[src/rtl/quadrature_decoder_pkg.sv]
// quadrature_decoder_pkg: shared phase encodings and priming length (package qdec_pkg)
package qdec_pkg;
    typedef enum logic [1:0] {
        PH_00 = 2'b00,
        PH_01 = 2'b01,
        PH_11 = 2'b11,
        PH_10 = 2'b10
    } phase_t;
    // cycles after reset release during which prev only tracks cur
    localparam int PRIME_LEN = 3;
endpackage

[src/rtl/quadrature_decoder_if.sv]
// quadrature_decoder_if: encoder inputs, controls and decoder outputs
//   master: drives a_in, b_in, en, clr; observes count, dir, step, ovf, unf, err
//   slave : the decoder side
interface quadrature_decoder_if #(parameter int WIDTH = 8);
    logic             a_in;
    logic             b_in;
    logic             en;
    logic             clr;
    logic [WIDTH-1:0] count;
    logic             dir;
    logic             step;
    logic             ovf;
    logic             unf;
    logic             err;
    modport master (output a_in, b_in, en, clr, input count, dir, step, ovf, unf, err);
    modport slave  (input a_in, b_in, en, clr, output count, dir, step, ovf, unf, err);
endinterface

[src/rtl/quadrature_decoder_sync.sv]
// sync_2ff: two-flop synchronizer for one asynchronous bit
//   clk, reset (async active-low), d (async in), q (synchronized out)
module sync_2ff (
    input  logic clk,
    input  logic reset,
    input  logic d,
    output logic q
);
    logic r_meta;
    logic r_sync;
    always_ff @(posedge clk or negedge reset)
        if (!reset) {r_meta, r_sync} <= 2'b00;
        else        {r_meta, r_sync} <= {d, r_meta};
    assign q = r_sync;
endmodule

[src/rtl/quadrature_decoder.sv]
// quadrature_decoder: quadrature A/B position counter with step/ovf/unf pulses and sticky error
//   clk, reset (async active-low), bus (quadrature_decoder_if.slave)
//   optional glitch filter enabled by defining QDEC_FILTER_EN (stability length FILT_LEN)
module quadrature_decoder
    import qdec_pkg::*;
#(
    parameter int WIDTH    = 8,
    parameter int FILT_LEN = 3
) (
    input logic                 clk,
    input logic                 reset,
    quadrature_decoder_if.slave bus
);
    if (WIDTH < 2 || WIDTH > 32 || FILT_LEN < 1 || FILT_LEN > 15)
        $error("quadrature_decoder: WIDTH or FILT_LEN out of range");

`ifdef QDEC_FILTER_EN
    // priming also covers the filter delay so the first accepted pair is not seen as a step
    localparam int PRIME_END = PRIME_LEN + FILT_LEN;
`else
    localparam int PRIME_END = PRIME_LEN;
`endif

    logic             w_sync_a;
    logic             w_sync_b;
    logic [1:0]       w_sync;
    logic [1:0]       w_cur;
    logic             w_up;
    logic             w_dn;
    logic             w_ill;
    logic             w_primed;
    logic [1:0]       r_prev;
    logic [4:0]       r_prime;
    logic [WIDTH-1:0] r_count;
    logic             r_dir;
    logic             r_step;
    logic             r_ovf;
    logic             r_unf;
    logic             r_err;

    sync_2ff u_sync_a (.clk(clk), .reset(reset), .d(bus.a_in), .q(w_sync_a));
    sync_2ff u_sync_b (.clk(clk), .reset(reset), .d(bus.b_in), .q(w_sync_b));
    assign w_sync = {w_sync_a, w_sync_b};

`ifdef QDEC_FILTER_EN
    logic [1:0] r_cand;
    logic [1:0] r_cur;
    logic [3:0] r_cnt;
    logic [4:0] w_run;
    // w_run: consecutive cycles w_sync has held its value, including this one
    assign w_run = (w_sync == r_cand) ? {1'b0, r_cnt} + 5'd1 : 5'd1;
    always_ff @(posedge clk or negedge reset)
        if (!reset) begin
            r_cand <= 2'b00;
            r_cur  <= 2'b00;
            r_cnt  <= 4'd0;
        end else begin
            r_cand <= w_sync;
            r_cnt  <= (w_run >= 5'(FILT_LEN)) ? 4'(FILT_LEN) : w_run[3:0];
            if (w_run >= 5'(FILT_LEN)) r_cur <= w_sync;
        end
    assign w_cur = r_cur;
`else
    assign w_cur = w_sync;
`endif

    assign w_up = (r_prev == PH_00 && w_cur == PH_01) || (r_prev == PH_01 && w_cur == PH_11) ||
                  (r_prev == PH_11 && w_cur == PH_10) || (r_prev == PH_10 && w_cur == PH_00);
    assign w_dn = (r_prev == PH_00 && w_cur == PH_10) || (r_prev == PH_10 && w_cur == PH_11) ||
                  (r_prev == PH_11 && w_cur == PH_01) || (r_prev == PH_01 && w_cur == PH_00);
    // both bits flipping at once cannot come from a legal Gray step
    assign w_ill    = (r_prev ^ w_cur) == 2'b11;
    assign w_primed = r_prime == 5'(PRIME_END);

    always_ff @(posedge clk or negedge reset)
        if (!reset) begin
            r_prev  <= 2'b00;
            r_prime <= 5'd0;
            r_count <= '0;
            r_dir   <= 1'b0;
            r_step  <= 1'b0;
            r_ovf   <= 1'b0;
            r_unf   <= 1'b0;
            r_err   <= 1'b0;
        end else begin
            r_prev <= w_cur;
            r_step <= 1'b0;
            r_ovf  <= 1'b0;
            r_unf  <= 1'b0;
            if (!w_primed) r_prime <= r_prime + 5'd1;
            else if (bus.clr) begin
                r_count <= '0;
                r_err   <= 1'b0;
                r_dir   <= 1'b0;
            end else if (bus.en) begin
                r_err <= r_err | w_ill;
                if (w_up || w_dn) begin
                    r_count <= w_up ? r_count + 1'b1 : r_count - 1'b1;
                    r_dir   <= w_up;
                    r_step  <= 1'b1;
                    r_ovf   <= w_up && &r_count;
                    r_unf   <= w_dn && r_count == '0;
                end
            end
        end

    assign bus.count = r_count;
    assign bus.dir   = r_dir;
    assign bus.step  = r_step;
    assign bus.ovf   = r_ovf;
    assign bus.unf   = r_unf;
    assign bus.err   = r_err;
endmodule
[src/flat_wrapper.sv]
// flat-port wrapper written by rule: the top's interface ports become plain ports
module quadrature_decoder_flat import qdec_pkg::*;
#(
    parameter int WIDTH    = 8,
    parameter int FILT_LEN = 3
)
  (clk, reset, bus_a_in, bus_b_in, bus_en, bus_clr, bus_count, bus_dir, bus_step, bus_ovf, bus_unf, bus_err);
  quadrature_decoder_if #(.WIDTH(WIDTH)) bus_i ();
  input logic clk;
  input logic reset;
  input wire logic [$bits(bus_i.a_in)-1:0] bus_a_in;
  input wire logic [$bits(bus_i.b_in)-1:0] bus_b_in;
  input wire logic [$bits(bus_i.en)-1:0] bus_en;
  input wire logic [$bits(bus_i.clr)-1:0] bus_clr;
  output wire logic [$bits(bus_i.count)-1:0] bus_count;
  output wire logic [$bits(bus_i.dir)-1:0] bus_dir;
  output wire logic [$bits(bus_i.step)-1:0] bus_step;
  output wire logic [$bits(bus_i.ovf)-1:0] bus_ovf;
  output wire logic [$bits(bus_i.unf)-1:0] bus_unf;
  output wire logic [$bits(bus_i.err)-1:0] bus_err;
  assign bus_i.a_in = bus_a_in;
  assign bus_i.b_in = bus_b_in;
  assign bus_i.en = bus_en;
  assign bus_i.clr = bus_clr;
  assign bus_count = bus_i.count;
  assign bus_dir = bus_i.dir;
  assign bus_step = bus_i.step;
  assign bus_ovf = bus_i.ovf;
  assign bus_unf = bus_i.unf;
  assign bus_err = bus_i.err;
  quadrature_decoder #(.WIDTH(WIDTH), .FILT_LEN(FILT_LEN)) u_core (.clk(clk), .reset(reset), .bus(bus_i));
endmodule
[config.mk]
export PLATFORM = sky130hd
export DESIGN_NAME = quadrature_decoder_flat
export DESIGN_NICKNAME = d
export VERILOG_FILES = /design/src/rtl/quadrature_decoder_pkg.sv /design/src/rtl/quadrature_decoder_if.sv /design/src/rtl/quadrature_decoder_sync.sv /design/src/rtl/quadrature_decoder.sv /design/src/flat_wrapper.sv
export SDC_FILE = /design/constraint.sdc
export NUM_CORES = 1
export LEC_CHECK = 0
export CAP_MARGIN = 20
export CORE_MARGIN = 2
export CORE_UTILIZATION = 25
export DETAILED_ROUTE_END_ITERATION = 8
export GPL_ROUTABILITY_DRIVEN = 0
export HOLD_SLACK_MARGIN = 0.03
export PLACE_DENSITY = 0.41
export SYNTH_ARGS = -nofsm -noshare
export SYNTH_HDL_FRONTEND = slang
export SYNTH_SLANG_ARGS = --single-unit
[constraint.sdc]
create_clock -name clk -period 3.1 [get_ports clk]
set_input_delay 0.62 -clock clk [delete_from_list [all_inputs] [get_ports clk]]
set_output_delay 0.62 -clock clk [all_outputs]
set_load 0.01 [all_outputs]
==> results <==
- The clock net in this run drives a total of 24 sinks.
- The cell depth of the worst hold path is 0.
- Of the cells placed in the final design, the portion with a size suffix greater than 1 is 0.125.
- The synthesized flop and latch total is 24.
- Counting every instance in the synthesized netlist gives 98.
- In this run the worst path has a maximum fanout of 11.
- The count of distinct cell types in the synthesized netlist is 34.
- For flop-to-flop paths, the worst setup slack is 0.53 ns.
- For this run, the register share of the synthesized area comes to 0.488.
- The power density of the placed cells is 579 mW/mm^2.
- The maximum vdd ir drop is 0.267 mV.
- The critical setup path kind is flop to flop.
- The summed negative setup slack over all endpoints is 0 ns.
- The DRC violation count after routing is 0.
- After legalization and detailed placement, the total HPWL measured 1860 um.
- The worst clock skew is 0.00514 ns.
- The power share of the sequential group is 0.427.
- Relative to the synthesized area, the layout overhead comes to 25.4%.
- The design draws 0.000894 W.
- In the global route stage, overall resource usage came out at 0.102.
- Headroom to the max-slew limit came out at 0.637.
- The area of the core is 0.00472 sq mm.
- The endpoint of the worst-slack reg-to-reg timing path is u_core.bus.count[7].
- The combinational group share of total power is 0.368.
- The count of max-cap constraint violations is 0.
- Entering global routing, the biggest net connects 25 pins.
- Of the total power, the clock network draws 0.205.
- During synthesis, Yosys emitted a total of 0 warnings.
- The total grt overflow is 0.
- The top cell types in the final layout, fill and taps aside, are 24 x dfrtp_1, 18 x clkdlybuf4s50_1, 10 x xnor2_1.
- The first detailed-routing pass took 4 iterations.
- In the routed layout, each cell is associated on average with a via count of 4.53.
- Once the clock tree was built, the setup fixing pass inserted 0 buffers.
- The worst hold path terminates at u_core.u_sync_b.q.
- Setup violations remaining at the end of the flow were counted as 0.
- The count of antenna-violating nets left after detailed routing is 0.
- The number of buffers on the longest clock path is 2.
- The critical path arrival is 2.77 ns.
- The origin of the critical flop-to-flop path is u_core.u_sync_a.q.
- The worst setup path is captured at a flop.
- Averaged over all synthesized cells, the footprint is 12.6 sq um.
- The cell type with the largest total area after synthesis is dfrtp_1.
- The total vias in the final route is 848.
- The initial utilization of the core area, before any placement, comes to 0.261.
- The shortest clock period the worst path allows after layout is 2.57 ns.
- The final standard cell utilization of the core is 0.327.
- The vertical extent of the die is 74.2 um.
- The worst hold path begins at u_core.u_sync_b.r_meta.
- By area the synthesized netlist is led by dfrtp_1 49%, ha_1 7.1%, xnor2_1 7.1%.
- In this run the power spent charging and discharging nets is 0.000291 W.
- The clock transition at the register clock pins on the worst setup and hold paths after CTS is 0.08 ns.
- The number of buffers created by CTS is 3.
- The width of the die is 74.2 um.
- The number of nets in the layout is 136.
- For the worst-skew pair, the clock arrives at the later sink with an insertion delay of 0.27 ns.
- The number of max-slew violations in the final report came to 0.
- The floorplan has 25 rows.
- The boundary pin count is 19.
- Clock tree synthesis selected as its root buffer the cell clkbuf_8.
- The number of buffers added to fix hold violations after cts is 0.
- The most common cell after layout, fill and taps aside is dfrtp_1.
- The share of total power consumed by net switching is 0.325.
- The post-CTS resize count is 0.
- In this run the worst hold path is classified as flop to flop.
- The first routing iteration left 26 violations.
- The number of antenna violations at the first check in global routing is 0.
- The post-detailed-routing wire length is 2540 um.
- In this run the number of H-tree levels came out at 1.
- The first global-routing pass estimated 4250 um of wire.
- The via count of the first global-routing pass is 878.
- The cell area that synthesis handed to floorplanning was 0.00123 sq mm.
- For this run, the top clock speed supported by timing is 388 MHz.
- The number of cell instances on the worst register-to-register path is 8.
- At the pin with the least slew margin, the transition time is 0.542 ns.
- The share of synthesized area in the top cell type comes to 0.488.
- The count of buffers added on input and output ports is 18.
- The final-report hold violation count was 0.
- The run finished with clean final reports.
- Setup repair after global routing left no endpoint under its margin.
- TritonCTS built the clock tree.
- The filler cells instantiated in the layout total 494.
- Data on the critical path is required at its endpoint by 3.30 ns.
- Cell internal power was estimated by the tool at 0.000603 W.
- The leakage power of the design is 0.667 nW.
- STA classifies the critical path startpoint as a flop.
- The number of antenna diodes in the final layout is 0.
- The number of nets handed over by synthesis was 112.
- The die covers 0.00550 sq mm.
- The average routed wire per standard cell is 13.6 um.
- The period utilization is 0.831.
==> how the worst max path moves through the flow <==
stage / to / startpoint / slack (ns)
3_3_place_gp: u_core.bus.count[7] / u_core.u_sync_a.q / 0.60
5_1_grt: u_core.bus.count[7] / u_core.u_sync_a.q / 0.33
6_report: u_core.bus.count[7] / u_core.u_sync_a.q / 0.53
4_1_cts: u_core.bus.count[7] / u_core.u_sync_a.q / 0.52
2_1_floorplan: u_core.bus.count[7] / u_core.r_prev[1] / 0.76
3_5_place_dp: u_core.bus.count[7] / u_core.u_sync_a.q / 0.54
==> power groups by stage <==
stage               Clock (W)  Sequential, W  Combinational (W)
finish               0.000183       0.000381           0.000329
global route         0.000205       0.000388           0.000366
CTS                  0.000194       0.000383           0.000333
detailed placement          0       0.000389           0.000330
global placement            0       0.000387           0.000334
floorplan                   0       0.000388           0.000222
==> Yosys cell counts (all sizes together) <==
cell     instances
a211oi           1
xor2             4
nor4b            1
a211o            1
o211ai           1
or2              1
a41oi            1
a221oi           1
a2111o           1
nor4             4
o21a             2
dfrtp           24
nand3b           1
xnor2           10
ha               7
nand2            6
nand4            2
nand3            2
inv              1
nor3             2
fa               1
a21oi            5
a2bb2oi          1
o21ai            3
mux2             2
a21o             2
o211a            1
nor2             3
a22o             6
o21bai           1
==> routing by layer <==
metal | global-route usage | vias to the layer above | wire length, um
met4 | 0.0424 | 0 | 46
met2 | 0.158 | 12 | 1190
met5 | 0 | - | 0
li1 | - | 414 | -
met1 | 0.139 | 417 | 1230
met3 | 0.0203 | 5 | 72
==> cell type report <==
cell class | count | area, sq um | share of cell area
multi-input cells | 73 | 627 | 0.406
flip-flops and latches | 24 | 601 | 0.389
repair buffers | 19 | 188 | 0.122
well taps | 67 | 83.8 | 0.0543
clock buffers | 3 | 41.3 | 0.0267
inverters | 1 | 3.75 | 0.00243
==> per-stage QoR <==
step / instances / cell area [sq um] / hold slack, ns / setup slack (ns)
floorplan: 98 / 1230 / 0.324 / 0.758
global placement: 184 / 1500 / 0.333 / 0.605
detailed placement: 184 / 1500 / 0.339 / 0.536
CTS: 187 / 1540 / 0.359 / 0.518
global route: 187 / 1540 / 0.362 / 0.327
finish: 187 / 1540 / 0.355 / 0.525
==> kinds of logic (layout without fill, tap and decap cells) <==
family	after synthesis	after routing	synth area share
and+or+nand+nor	22	22	0.116
AOI/OAI and AO/OA	27	27	0.173
muxes	2	2	0.0213
adders and majority gates	8	8	0.0874
xor gates and xnor gates	14	14	0.112
DFF	24	24	0.488
buffers and inverters	1	23	0.00305
==> critical path: stages, from the launching register on <==
cell and delay [ns]:
dfrtp_1 0.43, xnor2_1 0.20, nand2_1 0.30, ha_1 0.45, a2111o_1 0.42, a21oi_1 0.16
nor3_1 0.08, or2_2 0.32, o211ai_2 0.15
==> state kept, by name, summed over array words and instances, names as in the netlist <==
| register | count |
|---|---|
| u_core.r_prev | 2 |
| u_core.bus.count | 8 |
| u_core.u_sync_b.q | 1 |
| u_core.bus.step | 1 |
| u_core.bus.ovf | 1 |
| u_core.bus.dir | 1 |
| u_core.bus.err | 1 |
| u_core.r_prime | 5 |
| u_core.u_sync_a.q | 1 |
| u_core.bus.unf | 1 |
| u_core.u_sync_a.r_meta | 1 |
| u_core.u_sync_b.r_meta | 1 |
(Power assumes the default switching activity.)
